`config.mk`:
```
export PLATFORM = sky130hd
export DESIGN_NAME = bcd_stopwatch_ctrl
export DESIGN_NICKNAME = d
export VERILOG_FILES = /design/src/rtl/bcd_ctrl_pkg.sv /design/src/rtl/bcd_digit.sv /design/src/rtl/bcd_stopwatch_ctrl.sv
export SDC_FILE = /design/constraint.sdc
export NUM_CORES = 1
export LEC_CHECK = 0
export CAP_MARGIN = 10
export CORE_MARGIN = 2
export CORE_UTILIZATION = 45
export CTS_CLUSTER_SIZE = 8
export DETAILED_ROUTE_END_ITERATION = 7
export GPL_ROUTABILITY_DRIVEN = 1
export PLACE_DENSITY = 0.74
export SYNTH_ARGS = -nofsm -noshare
export SYNTH_HDL_FRONTEND = slang
export SYNTH_SLANG_ARGS = --single-unit
```
`constraint.sdc`:
```
create_clock -name clk -period 2.6 [get_ports clk]
set_input_delay 0.26 -clock clk [delete_from_list [all_inputs] [get_ports clk]]
set_output_delay 0.26 -clock clk [all_outputs]
set_load 0.02 [all_outputs]
```
`src/rtl/bcd_ctrl_pkg.sv`:
```
// Shared definitions for the BCD stopwatch controller.
//   sw_state_t : controller FSM states (IDLE / RUN / PAUSE)
//   BCD_MAX    : largest legal value of a single BCD digit
package bcd_ctrl_pkg;

  typedef enum logic [1:0] {
    IDLE  = 2'd0,
    RUN   = 2'd1,
    PAUSE = 2'd2
  } sw_state_t;

  localparam logic [3:0] BCD_MAX = 4'd9;

endpackage

```
`src/rtl/bcd_digit.sv`:
```
// One BCD decade of the stopwatch count.
// Ports:
//   clk    : clock, rising edge
//   clr    : synchronous active-high clear, wins over en
//   en     : advance this digit on the next edge (9 wraps to 0)
//   q      : current digit value, always 0..9
//   is_max : combinational, high while q == 9 (feeds the carry chain)
module bcd_digit
  import bcd_ctrl_pkg::*;
(
  input  logic       clk,
  input  logic       clr,
  input  logic       en,
  output logic [3:0] q,
  output logic       is_max
);

  assign is_max = (q == BCD_MAX);

  always_ff @(posedge clk) begin
    if (clr) begin
      q <= 4'd0;
    end else if (en) begin
      q <= is_max ? 4'd0 : q + 4'd1;
    end
  end

endmodule

```
`src/rtl/bcd_stopwatch_ctrl.sv`:
```
// BCD stopwatch controller: start/stop/pause FSM, tick prescaler, NDIG
// cascaded BCD digits with carry chain, wrap pulse and optional lap hold.
// Optional feature macro: BCD_LAP_HOLD_EN (lap-hold display capture).
// Parameters:
//   PRESCALE : clk cycles per count tick (>= 2)
//   NDIG     : number of BCD digits (>= 1)
// Ports:
//   clk     : clock, rising edge
//   clr     : synchronous active-high reset
//   start   : run request (level)
//   stop    : pause request (level, wins over start in RUN)
//   lap     : lap-hold toggle request (level; ignored without the macro)
//   tick    : count-advance strobe, decoded from state and prescaler
//   dig_en  : per-digit increment enables
//   count   : live BCD value, digit k at [4k+3:4k]
//   disp    : displayed BCD value (count, or frozen lap value)
//   running : high while in RUN
//   ovf     : one-cycle pulse after the count wraps from all 9s to 0
//
// state | meaning
// IDLE  | cleared, prescaler held at 0, waiting for start
// RUN   | prescaler advancing, count ticks every PRESCALE cycles
// PAUSE | count and prescaler frozen, waiting for start to resume
module bcd_stopwatch_ctrl
  import bcd_ctrl_pkg::*;
#(
  parameter int PRESCALE = 10,
  parameter int NDIG     = 4
) (
  input  logic              clk,
  input  logic              clr,
  input  logic              start,
  input  logic              stop,
  input  logic              lap,
  output logic              tick,
  output logic [NDIG-1:0]   dig_en,
  output logic [4*NDIG-1:0] count,
  output logic [4*NDIG-1:0] disp,
  output logic              running,
  output logic              ovf
);

  localparam int PW = $clog2(PRESCALE);
  localparam logic [PW-1:0] PRE_LAST = PW'(PRESCALE - 1);

  sw_state_t       state;
  logic [PW-1:0]   pre;
  logic [NDIG-1:0] is_max;
  logic [NDIG-1:0] en_chain;
  logic            carry;
  logic            wrap;

  assign tick = (state == RUN) && (pre == PRE_LAST);

  // Ripple carry: digit k advances when tick and every lower digit is 9.
  // Whatever carries out of the top digit is a full-scale wrap.
  always_comb begin
    en_chain = '0;
    carry    = tick;
    for (int k = 0; k < NDIG; k++) begin
      en_chain[k] = carry;
      carry       = carry & is_max[k];
    end
    wrap = carry;
  end

  assign dig_en = en_chain;

  for (genvar k = 0; k < NDIG; k++) begin : g_dig
    bcd_digit u_digit (
      .clk    (clk),
      .clr    (clr),
      .en     (dig_en[k]),
      .q      (count[4*k+3:4*k]),
      .is_max (is_max[k])
    );
  end

  always_ff @(posedge clk) begin
    if (clr) begin
      state   <= IDLE;
      pre     <= '0;
      running <= 1'b0;
      ovf     <= 1'b0;
    end else begin
      ovf <= wrap;
      unique case (state)
        IDLE: begin
          pre <= '0;
          if (start) begin
            state   <= RUN;
            running <= 1'b1;
          end
        end
        RUN: begin
          pre <= (pre == PRE_LAST) ? '0 : pre + 1'b1;
          if (stop) begin
            state   <= PAUSE;
            running <= 1'b0;
          end
        end
        PAUSE: begin
          // pre holds so the interrupted period finishes after resume
          if (start) begin
            state   <= RUN;
            running <= 1'b1;
          end
        end
        default: begin
          state   <= IDLE;
          pre     <= '0;
          running <= 1'b0;
        end
      endcase
    end
  end

`ifdef BCD_LAP_HOLD_EN
  logic              hold;
  logic [4*NDIG-1:0] disp_r;

  // Capture takes the value visible in the cycle lap is seen, before any
  // coincident tick lands.
  always_ff @(posedge clk) begin
    if (clr) begin
      hold   <= 1'b0;
      disp_r <= '0;
    end else if (lap && (state == RUN || state == PAUSE)) begin
      hold <= ~hold;
      if (!hold) begin
        disp_r <= count;
      end
    end
  end

  assign disp = hold ? disp_r : count;
`else
  logic unused_lap;
  assign unused_lap = lap;
  assign disp       = count;
`endif

endmodule
```
==> metrics <==
outcome finished, violations left; failing checks design-rule violations; global routing's busiest layer met2; Remaining DRCs 4; Worst-Margin Slew 447.8 ps; GP Congestion 0.7950; Post-synth EDFFs 0; maximum clock path buffer count 2; Clock Latency Late Sink 310 ps; Via density 5.614; most frequent cells in the layout clkdlybuf4s50_1 (40), dfxtp_1 (23), a21oi_1 (18), nor2_1 (17), o21ai_0 (12); Final setup viols 0; P_leak 0.0005782 uW; Worst Hold Path EP running; clock sink count 24; WHS Path Cells 2; syn nets 177; RSZ-0062 raised after global routing false; Routed WL per cell 12.93 um; design area 1693 um^2; Synth top area share 35.33%; Hold Path Origin running; met2 GRT Util 32.22%; Buf+Inv Stages, Crit Path 2; Max stage delay cell, worst path or4_4; Placed Area 1658 um^2; post-route setup slack 194.6 ps; critical path class reg2out; Fmax 415.7 MHz; CP top delay family simple AND/OR/NAND/NOR gates; Max H-tree Level 1; Area Overhead vs Synth 24.47%; worst reg-to-reg path cell count 6; worst reg2reg path endpoint g_dig[2].u_digit.q[1]; Syn. warnings 0; Synth async-reset ratio 0%; CTS buffer count 3; Port Buf Inserts 42; Yosys cell types 35; CP Capture Type primary output; pre-CTS setup slack 210.6 ps; # diodes 0; commonest non-fill, non-tap cell in the layout clkdlybuf4s50_1; Synth Area per Inst 8.000 um^2; met1 usage in global routing 20.82%; DR pass1 iterations 6; Synth area leaders dfxtp_1 (35%), buf_4 (11%), a21oi_1 (6.6%); Syn Std Cell Area 1360 um^2; Int Pwr 488.5 uW; CP peak stage delay 610 ps; minimum clock period 2405 ps; GRT Total Usage 17.82%; HP Class reg2reg; Sw Share 24.14%; Slew headroom 70.06%; Die W 58.98 um; Mapped Cells 170; power density cells 380.4 nW/um^2; sequential-to-total area share from yosys stat 35.33%; Setup Skew 1.668 ps; largest net degree at the start of global routing 15; reg2reg setup slack 560 ps; leading area contributor after synthesis dfxtp_1; Final HPWL DP 2212 um; Final Hold Fails 0; Die Y 58.98 um; GRT met3 Usage 4.367%; Starting Density 48.48%; Die ar. 3478 um^2; std cell rows 19; CTS tree done; vias in the first global route 1,164; DR vias 1,252; core area 2805 um^2; Antenna Nets Post-Route 0; global route total overflow 0; clk slew on worst S/H paths 130 ps; FF-to-FF Start pre[1]; global-route wire length before repair 4912 um; CTS root buffer clkbuf_4; maximum VDD drop 0.2614 mV; final WL 2884 um; critical path launch point type flop; crit path DAT 2150 ps; critical path required time 2340 ps; Max Cap Viol 0; clock network fraction of total power 31.0%; DRT iter0 DRCs 42; NumNets Final 200; postcts setup bufs 0; Main synth FF type dfxtp_1; total negative slack 0 ps; fillers 268; num ports 44; initial antenna violation count 0; share of cells above drive strength 1 6.250%; fin. max-slew vios 0; combinational share of power 9.3%; Final period util 92.52%; worst hold slack 527.4 ps; Yosys reg bits 24; Critical Path Fanout Max 6; Net Sw Power 155.5 uW; Flop pwr share 59.7%; CP cell instances inv_1, ha_1, nand3b_1, or4_4, nor2_1, dlygate4sd2_1
worst max path at each step:
| stage | end | start | cells after the start |
|---|---|---|---|
| 3_3_place_gp | dig_en[3] | pre[0] | 5 |
| 4_1_cts | dig_en[3] | pre[1] | 6 |
| 3_5_place_dp | dig_en[3] | pre[0] | 5 |
| 6_report | dig_en[3] | pre[1] | 6 |
| 5_1_grt | dig_en[3] | pre[1] | 6 |
| 2_1_floorplan | g_dig[2].u_digit.q[1] | g_dig[0].u_digit.q[3] | 4 |
logic make-up after synthesis:
family                   Yosys count  share of synthesized area (%)
flip-flops                        24                          35.33
AO/OA/AOI/OAI                     36                          14.63
AND/OR/NAND/NOR                   72                          31.28
adder cells (fa/ha/maj)            2                          1.840
XOR/XNOR                           4                          2.576
buffers and inverters             32                          14.35
final cells by class:
| cell class | instances | area [um^2] | area share, % |
|---|---|---|---|
| Multi-Input combinational cell | 114 | 684.4 | 40.43 |
| Sequential cell | 24 | 481.7 | 28.46 |
| Timing Repair Buffer | 43 | 425.4 | 25.13 |
| Tap cell | 31 | 38.79 | 2.291 |
| Clock buffer | 4 | 36.28 | 2.143 |
| Inverter | 7 | 26.28 | 1.552 |
worst register-to-register path: stages, from the launching register on:
cell	delay, ps
dfxtp_1	370
inv_1	70
ha_1	150
nand3b_1	160
or4_4	610
or4_1	480
a21oi_1	140
registers in the layout (all words and copies together), names as in the netlist:
| name | cells |
|---|---|
| g_dig.u_digit.q | 16 |
| pre | 4 |
| ovf | 1 |
| running | 1 |
| state | 2 |
routing by layer:
metal | up-vias | wire (um) | part of all wire [%]
met2 | 31 | 1527 | 53
li1 | 624 | - | -
met1 | 595 | 1195 | 41
met5 | - | 0 | 0
met4 | 0 | 17 | 0.59
met3 | 2 | 143 | 5.0
repair_timing:
item | CTS | global route
hold buffers | 0 | 0
setup endpoints to repair | 2 | 0
resized for setup | 3 | 0
cell usage after synthesis, drive strengths merged (2+ instances only):
| library cell | count |
|---|---|
| nand3 | 5 |
| o21ai | 12 |
| nand2b | 2 |
| buf | 20 |
| dfxtp | 24 |
| clkbuf | 5 |
| nand4 | 4 |
| a311oi | 2 |
| or3 | 5 |
| a21oi | 18 |
| or4b | 2 |
| nor3 | 5 |
| nor2b | 7 |
| inv | 7 |
| xnor2 | 4 |
| nand2 | 7 |
| and3 | 2 |
| or4 | 3 |
| nand3b | 4 |
| ha | 2 |
| nor2 | 17 |
| and3b | 2 |
power by group through the flow:
stage / Clock (uW) / Sequential, uW / Combinational [uW]
floorplan: 0 / 396 / 34.4
global placement: 0 / 392 / 58.9
detailed placement: 0 / 393 / 60.0
CTS: 207 / 385 / 60.3
global route: 218 / 387 / 65.3
finish: 199 / 385 / 59.9
stage by stage:
step	cells	total power (uW)	util [%]
detailed placement	219	452.6	59.10
finish	223	644.0	60.35
CTS	223	651.9	60.35
global placement	219	450.6	59.10
global route	223	669.6	60.35
floorplan	170	430.0	-
Power figures use the tool's default switching activity.
